**config.mk**
```make
export PLATFORM = sky130hd
export DESIGN_NAME = muldiv_seq
export DESIGN_NICKNAME = d
export VERILOG_FILES = /design/src/rtl/muldiv_seq.sv
export SDC_FILE = /design/constraint.sdc
export NUM_CORES = 2
export LEC_CHECK = 0
export BUFFER_PORTS_ARGS = -buffer_cell sky130_fd_sc_hd__buf_2
export CORE_ASPECT_RATIO = 0.8
export CORE_MARGIN = 2
export CORE_UTILIZATION = 46
export CTS_CLUSTER_SIZE = 8
export DETAILED_ROUTE_END_ITERATION = 6
export GPL_TIMING_DRIVEN = 0
export REMOVE_ABC_BUFFERS = 1
export SETUP_SLACK_MARGIN = 0.15
export SYNTH_ARGS = -nofsm -noshare
export SYNTH_HDL_FRONTEND = slang
export SYNTH_SLANG_ARGS = --single-unit
```
**constraint.sdc**
```tcl
create_clock -name clk -period 15.8 [get_ports clk]
set_input_delay 3.16 -clock clk [delete_from_list [all_inputs] [get_ports clk]]
set_output_delay 3.16 -clock clk [all_outputs]
set_load 0.05 [all_outputs]
```
**src/rtl/muldiv_seq.sv**
```systemverilog
// Multi-cycle RV32M multiply/divide sequencer that sits beside the single-cycle ALU.
// Multiplies finish in two cycles; divides and remainders use a 32-step restoring divider.
module muldiv_seq #(
  parameter logic [4:0] OP_MUL    = 5'b00010,
  parameter logic [4:0] OP_MULH   = 5'b00011,
  parameter logic [4:0] OP_MULHSU = 5'b00100,
  parameter logic [4:0] OP_MULHU  = 5'b00101,
  parameter logic [4:0] OP_DIV    = 5'b00110,
  parameter logic [4:0] OP_DIVU   = 5'b00111,
  parameter logic [4:0] OP_REM    = 5'b01000,
  parameter logic [4:0] OP_REMU   = 5'b01001
) (
  input  logic        clk,
  input  logic        rst,
  input  logic        start,
  input  logic [4:0]  alu_ctl,
  input  logic [31:0] op_a,
  input  logic [31:0] op_b,
  input  logic        flush,
  output logic        busy,
  output logic        stall,
  output logic        done,
  output logic [31:0] result
);

  localparam int DATA_W = 32;

  localparam logic [1:0] S_IDLE = 2'd0;
  localparam logic [1:0] S_MUL  = 2'd1;
  localparam logic [1:0] S_DIV  = 2'd2;
  localparam logic [1:0] S_DONE = 2'd3;

  localparam logic [DATA_W-1:0] INT_MIN  = 32'h8000_0000;
  localparam logic [DATA_W-1:0] ALL_ONES = 32'hFFFF_FFFF;

  logic [1:0]        state;
  logic [4:0]        op_q;
  logic [DATA_W-1:0] a_q;
  logic [DATA_W-1:0] b_q;
  logic [DATA_W-1:0] quo_q;
  logic [DATA_W-1:0] rem_q;
  logic [DATA_W-1:0] dvs_q;
  logic [4:0]        cnt;
  logic              neg_quo_q;
  logic              neg_rem_q;

  // Two's complement negate when requested; also used to take magnitudes.
  function automatic logic [DATA_W-1:0] neg_if(input logic [DATA_W-1:0] v, input logic neg);
    return neg ? (~v + 32'd1) : v;
  endfunction

  // Architectural results for divisor zero and signed overflow.
  function automatic logic [DATA_W-1:0] special_res(input logic is_rem, input logic zero,
                                                    input logic [DATA_W-1:0] dividend);
    if (zero) return is_rem ? dividend : ALL_ONES;
    return is_rem ? 32'd0 : INT_MIN;
  endfunction

  // Request decode
  logic req_mul;
  logic req_div;
  logic req_signed;
  logic req_rem;
  logic a_neg;
  logic b_neg;
  logic div_zero;
  logic div_ovf;
  logic accept;

  always_comb begin
    req_mul    = (alu_ctl == OP_MUL) || (alu_ctl == OP_MULH) ||
                 (alu_ctl == OP_MULHSU) || (alu_ctl == OP_MULHU);
    req_div    = (alu_ctl == OP_DIV) || (alu_ctl == OP_DIVU) ||
                 (alu_ctl == OP_REM) || (alu_ctl == OP_REMU);
    req_signed = (alu_ctl == OP_DIV) || (alu_ctl == OP_REM);
    req_rem    = (alu_ctl == OP_REM) || (alu_ctl == OP_REMU);
    a_neg      = req_signed & op_a[DATA_W-1];
    b_neg      = req_signed & op_b[DATA_W-1];
    div_zero   = (op_b == 32'd0);
    div_ovf    = req_signed && (op_a == INT_MIN) && (op_b == ALL_ONES);
    accept     = (state == S_IDLE) && start && !flush && (req_mul || req_div);
  end

  assign busy  = (state != S_IDLE);
  assign done  = (state == S_DONE);
  assign stall = ((state == S_IDLE) && start && (req_mul || req_div)) ||
                 (state == S_MUL) || (state == S_DIV);

  // Multiply datapath: operands widened per op so one signed multiplier covers all four.
  logic                     mul_a_sgn;
  logic                     mul_b_sgn;
  logic signed [2*DATA_W-1:0] mul_a_ext;
  logic signed [2*DATA_W-1:0] mul_b_ext;
  logic signed [2*DATA_W-1:0] prod;
  logic [DATA_W-1:0]        mul_res;

  always_comb begin
    mul_a_sgn = (op_q == OP_MULH) || (op_q == OP_MULHSU);
    mul_b_sgn = (op_q == OP_MULH);
    mul_a_ext = {{DATA_W{mul_a_sgn & a_q[DATA_W-1]}}, a_q};
    mul_b_ext = {{DATA_W{mul_b_sgn & b_q[DATA_W-1]}}, b_q};
    prod      = mul_a_ext * mul_b_ext;
    mul_res   = (op_q == OP_MUL) ? prod[DATA_W-1:0] : prod[2*DATA_W-1:DATA_W];
  end

  // Restoring divide step: shift {rem, quo} left, trial-subtract the divisor magnitude.
  logic [DATA_W:0]   shifted;
  logic              fits;
  logic [DATA_W-1:0] trial;
  logic [DATA_W-1:0] rem_nxt;
  logic [DATA_W-1:0] quo_nxt;
  logic [DATA_W-1:0] div_res;

  always_comb begin
    shifted = {rem_q, quo_q[DATA_W-1]};
    fits    = (shifted >= {1'b0, dvs_q});
    trial   = shifted[DATA_W-1:0] - dvs_q;
    rem_nxt = fits ? trial : shifted[DATA_W-1:0];
    quo_nxt = {quo_q[DATA_W-2:0], fits};
    if ((op_q == OP_REM) || (op_q == OP_REMU))
      div_res = neg_if(rem_nxt, neg_rem_q);
    else
      div_res = neg_if(quo_nxt, neg_quo_q);
  end

  always_ff @(posedge clk) begin
    if (rst) begin
      state     <= S_IDLE;
      op_q      <= '0;
      a_q       <= '0;
      b_q       <= '0;
      quo_q     <= '0;
      rem_q     <= '0;
      dvs_q     <= '0;
      cnt       <= '0;
      neg_quo_q <= 1'b0;
      neg_rem_q <= 1'b0;
      result    <= '0;
    end else begin
      case (state)
        S_IDLE: begin
          if (accept) begin
            op_q <= alu_ctl;
            a_q  <= op_a;
            b_q  <= op_b;
            if (req_mul) begin
              state <= S_MUL;
            end else if (div_zero || div_ovf) begin
              result <= special_res(req_rem, div_zero, op_a);
              state  <= S_DONE;
            end else begin
              quo_q     <= neg_if(op_a, a_neg);
              dvs_q     <= neg_if(op_b, b_neg);
              rem_q     <= '0;
              cnt       <= '0;
              neg_quo_q <= a_neg ^ b_neg;
              neg_rem_q <= a_neg;
              state     <= S_DIV;
            end
          end
        end
        S_MUL: begin
          if (flush) begin
            state <= S_IDLE;
          end else begin
            result <= mul_res;
            state  <= S_DONE;
          end
        end
        S_DIV: begin
          if (flush) begin
            state <= S_IDLE;
          end else begin
            quo_q <= quo_nxt;
            rem_q <= rem_nxt;
            cnt   <= cnt + 5'd1;
            if (cnt == 5'd31) begin
              result <= div_res;
              state  <= S_DONE;
            end
          end
        end
        default: state <= S_IDLE;
      endcase
    end
  end

endmodule

```
# ---- Yosys cells after proc, flatten, opt, wreduce, memory -nomap -nowiden
# Index checks and enable logic that the tools add are counted.
dict set report classes {
  n_reduce_logical 31
  n_mul 1
  add_sub_neg 6
  n_lt_le_gt_ge 1
  n_mux 46
  bitwise_logic 11
  eq_ne 27
}
# operator n
set ops {}
lappend ops {{$mux W32} 25}
lappend ops {{$add A32 B1 Y32 const B} 4}
lappend ops {{$not A32 Y32} 4}
lappend ops {{$pmux W32 S2} 2}
lappend ops {{$pmux W32 S3} 1}
lappend ops {{$eq A32 B32 Y1 const B} 2}
lappend ops {{$mul A33 B33 Y64} 1}
lappend ops {{$ge A33 B32 Y1} 1}
lappend ops {{$logic_not A32 Y1} 1}
lappend ops {{$sub A32 B32 Y32} 1}
lappend ops {{$eq A5 B3 Y1 const B} 5}
lappend ops {{$eq A5 B2 Y1 const B} 4}
lappend ops {{$eq A5 B4 Y1 const B} 4}
lappend ops {{$mux W5} 4}
lappend ops {{$logic_or A1 B1 Y1} 14}
lappend ops {{$mux W2} 5}
lappend ops {{$ne A2 B2 Y1 const B} 5}
lappend ops {{$pmux W5 S2} 1}
lappend ops {{$mux W1} 7}
lappend ops {{$reduce_and A7 Y1} 1}
lappend ops {{$logic_and A1 B1 Y1} 6}
lappend ops {{$pmux W2 S3} 1}
lappend ops {{$add A5 B1 Y5 const B} 1}
lappend ops {{$eq A5 B5 Y1 const B} 1}
lappend ops {{14 further kinds} 22}
dict set report word_totals {
  output_inout_bits 35
  inputBits 73
  word_cells 134
  ff_bits 206
}

# ---- Depth between registers and ports, before layout
dict set report logic_depth {
  ltp_word 15
  depth_mapped 33
  ltp_nobuf 31
}

# ---- Worst setup path before layout
# Ideal clock, no wire load.
dict set report synth_path {
  kind {register -> register}
  start {register op_q[2]}
  end {register result[27]}
  n_path_buf 2
  slack_ns 6.993
  t_arrival_ns 8.672
  setup_ns 0.135
  stages_incl_launch_ff 32
  path_cell_list {dfxtp_1 > and3b_1 > a21oi_1 > nor2_1 > clkbuf_1 > clkbuf_1 > nand2_1 > fa_1 > fa_1 > inv_1 > fa_1 > inv_1 > fa_1 > inv_1 > fa_1 > fa_1 > fa_1 > inv_1 > fa_1 > inv_1 > ha_1 > and3_1 > a221o_1 > a31oi_1 > o21ai_0 > or3_1 > o31ai_1 > o32ai_1 > o21a_1 > nor2_1 > xnor2_1 > o221ai_1}
}
dict set report synth_between {
  elab_chain_len 7
  word_cells_on_any_way 16
  classes_between {mul: 1; eq/ne: 5; mux: 6; bitwise: 2; reduce/logical: 2}
}
# item line_no
set synth_lines {}
lappend synth_lines {{start, declared} 37} ;# logic [4:0] op_q;
lappend synth_lines {{start signal, assigned} 143} ;# op_q <= alu_ctl;
lappend synth_lines {{$eq A5 B2 Y1 / $eq A5 B3 Y1 (equally long branches)} {98, 99}}
lappend synth_lines {{$logic_or A1 B1 Y1} 98} ;# mul_a_sgn = (op_q == OP_MULH) || (op_q == OP_MULHSU);
lappend synth_lines {{$and A1 B1 Y1} 100} ;# mul_a_ext = {{DATA_W{mul_a_sgn & a_q[DATA_W-1]}}, a_q};
lappend synth_lines {{$mul A33 B33 Y64} 102} ;# prod = mul_a_ext * mul_b_ext;
lappend synth_lines {{$mux W32} 103} ;# mul_res = (op_q == OP_MUL) ? prod[DATA_W-1:0] : prod[2*DATA_W-1:DATA_W];
lappend synth_lines {{$mux W32} 163} ;# if (flush) begin
lappend synth_lines {{$pmux W32 S3 *} 140} ;# case (state)
lappend synth_lines {{end signal, assigned} 149} ;# result <= special_res(req_rem, div_zero, op_a);
lappend synth_lines {{end signal, assigned} 166} ;# result <= mul_res;
lappend synth_lines {{end signal, assigned} 178} ;# result <= div_res;
lappend synth_lines {{end, declared} 23} ;# output logic [31:0] result
# Every way passes the cells marked *; elsewhere a longest branch is shown, timed or not. The select of a mux whose other input is x is not followed.
# A chain may end at the register's enable or synchronous reset.

# ---- Final worst setup path
dict set report layout_path {
  start {register a_q[31]}
  end {register result[21]}
}
dict set report layout_between {
  elab_chain_len 5
}
# item line_no
set layout_lines {}
lappend layout_lines {{start, declared} 38} ;# logic [DATA_W-1:0] a_q;
lappend layout_lines {{start signal, assigned} 144} ;# a_q <= op_a;
lappend layout_lines {{$and A1 B1 Y1} 100}
lappend layout_lines {{$mul A33 B33 Y64 *} 102}
lappend layout_lines {{$mux W32 *} 103}
lappend layout_lines {{$mux W32 *} 163}
lappend layout_lines {{$pmux W32 S3 *} 140}
# Marks and branches as above.

==> results.toml <==
[run_status]
status = "finished clean"

[clock_network]
cts_buffers = 29
cts_sinks = 206
cts.root.buffer_cell = "clkbuf_16"
cts_max_path_buffers = 3
postCtsSetupBuffers = 0
clk_pin_slew_ns = 0.06
clkLatencyLatePin_ns = 0.58
cts_resized = 0
htree_levels = 1
hold_buffers = 0
cts_tree = "yes"

[drt]
drt_iter0_drc = 3486
viasPerCell = 5.576
via_count = 42430
wirelength_um = 159400
wl_per_cell_um = 20.95
drc = 0
drt_pass1_iterations = 6
antenna_left = 0

[logic_synthesis]
synth_fa_ha_area_share_pct = 48.89
synth_compound_area_share_pct = 10.32
ys_ff_latch = 206
syn_inst = 6272
ys_types = 99
synthMuxAreaShare_pct = 0.5586
yosysWarnings = 0
synth-main-ff-cell = "dfxtp_1"
synth_top_family_by_area = "adder cells"
yosys.area_share.simple_pct = 17.68
syn_avg_cell_area_sq_um = 8.392
synth-edff-count = 0
syn-cell-area_sq_um = 52630
ys_seq_area_share_pct = 7.835
synthArstFlopShare_pct = 0
synth_xor_area_share_pct = 3.145

[die]
coreArea_sq_um = 113000
die_h_um = 306.6
start_util_pct = 46.58
die-area_sq_um = 117200
die_w_um = 382.2
ioPinCount = 108
rows = 110

[timing]
maxSlewHeadroom_pct = 3.463
final_hold_viol_count = 0
worst_pin_slew_ns = 1.437
fmax_ghz = 0.08802
period_needed_ns = 11.36
clock_skew_ns = 0.01797
setup_tns_ns = 0
whs_ns = 0.4643
grt_setup_unrepaired = "no"
fin_crit_sh_pct = 71.91
maxSlewViolCount = 0
finalSetupViolCount = 0
fin_ws_ns = 4.439

[worst_setup_path]
cp_max_fo = 35
rrSetupSlack_ns = 4.44
crit_arrival_ns = 11.79
r2r-start = "a_q[31]"
critPathCaptureType = "flop"
timing.rr.end = "result[21]"
reg2reg_depth = 28
cpPeakStageDelay_ns = 1.03
cp.required_ns = 16.22
cpMostUsedCell = "fa_1"
start_kind = "flop"
crit_slowest_cell = "a311oi_1"
crit_type = "reg -> reg"
crit_end = "result[21]"
crit_start = "a_q[31]"

[finish]
final_common_cell = "inv_1"
final-instance-count-excl-fill = 7609
drive_gt1_share_pct = 5.238
mostFrequentLayoutCells = "1238 x inv_1, 1130 x nand2_1, 1126 x fa_1"
nNetsFinal = 7544
areaGrowthSynthToFinish_pct = 5.491

[place]
placed_cells_incl_taps = 7570
io_buffers = 107
place_congestion = 0.9622
dpl.hpwl_um = 127500
post-place-ws_ns = 4.876

[run]
cap_viol_max_count = 0

[pwr]
power.total_mw = 2.289
leakage_nw = 24.73
vdd_drop_max_uv = 89.38
power_density_nw_per_um2 = 41.23

[global_routing]
globalRouteTotalUtil_pct = 27.73
grt_pass1_vias = 43340
grt_max_degree = 107
antenna_found_initial = 15
grt_overflow = 0
grt_pass1_wl_um = 253100

[min_path]
hold_class = "reg -> reg"
==> sequential cells by signal (all words and copies together) (netlist names) <==
signal,cells
a_q,32
b_q,32
dvs_q,32
quo_q,32
rem_q,32
result,32
cnt,5
op_q,5
state,2
neg_quo_q,1
neg_rem_q,1
==> final cells by class <==
type                            count  area [sq um]
Fill cell                       10980         57470
Sequential cell                   206          4199
Antenna cell                        7         17.52
Timing Repair Buffer              158          1506
Tap cell                         1512          1892
Inverter                         1239          4651
Multi-Input combinational cell   4456         42530
Clock buffer                       31         733.2
==> worst min path at each step <==
stage | cells past startpoint | end | from | slack (ns)
floorplan | 2 | cnt[4] | cnt[4] | 0.43
global placement | 2 | cnt[4] | cnt[4] | 0.44
detailed placement | 2 | cnt[4] | cnt[4] | 0.45
CTS | 2 | cnt[4] | cnt[4] | 0.46
global route | 2 | b_q[22] | b_q[22] | 0.49
finish | 2 | cnt[4] | cnt[4] | 0.46
==> through the flow <==
step	cell area (sq um)	util [%]
finish	55520	49.14
global route	55510	49.13
CTS	55480	49.10
detailed placement	54740	48.45
global placement	53620	47.45
floorplan	51190	-
==> routing by layer <==
layer	global-route usage (%)	part of all wire, %
met5	0	0.036
met4	7.810	3.4
met2	43.06	44
met3	5.435	8.4
met1	39.52	44
==> worst max-delay path, delay by kind of cell (launching register included) <==
kind | cells | cell delay, ns
flip-flops | 1 | 0.86
XOR/XNOR | 1 | 0.20
AO/OA/AOI/OAI | 4 | 2.06
adder cells (fa/ha/maj) | 9 | 5.14
buffers and inverters | 6 | 1.12
AND/OR/NAND/NOR | 8 | 1.80
==> synthesized netlist by cell type (8+ instances only) <==
cell	instances	area [sq um]
a2111oi_0	9	78.83
a211oi_1	48	360.4
a21o_1	42	315.3
a21oi_1	270	1351
a221oi_1	17	148.9
a22oi_1	26	195.2
a311oi_1	8	70.07
a31oi_1	41	256.5
and2_1	326	2039
and3_1	20	125.1
buf_2	19	95.09
clkbuf_1	341	1280
dfxtp_1	206	4124
fa_1	1126	22540
ha_1	255	3191
inv_1	1238	4647
mux2_2	8	90.09
mux2i_1	19	190.2
nand2_1	1130	4242
nand2b_1	22	137.6
nand3_1	55	275.3
nand3b_1	8	60.06
nand4_1	22	137.6
nor2_1	236	885.9
nor2b_1	10	62.56
nor3_1	47	235.2
nor4_1	28	175.2
o2111ai_1	12	105.1
o211ai_1	28	210.2
o21a_1	26	195.2
o21ai_0	139	695.7
o21ai_1	9	45.04
o21bai_1	19	142.6
o221ai_1	11	96.34
o31ai_1	28	210.2
o41ai_1	12	105.1
or2_2	19	118.9
or3_1	50	312.8
or4_1	10	75.07
xnor2_1	106	928.4
xor2_1	83	727.0
==> power by group <==
group	switching [mW]	total (mW)	internal, mW	leakage [nW]
registers	0.0692	0.615	0.545	1.69
clock network	0.248	0.568	0.320	0.360
logic	0.773	1.11	0.333	22.7
total	1.09	2.29	1.20	24.7
==> logic make-up after synthesis <==
family	after synthesis
AOI/OAI and AO/OA	831
DFF	206
and+or+nand+nor	2027
buffers and inverters	1610
xor gates and xnor gates	189
adders and majority gates	1381
muxes	28
Power figures use the tool's default switching activity.
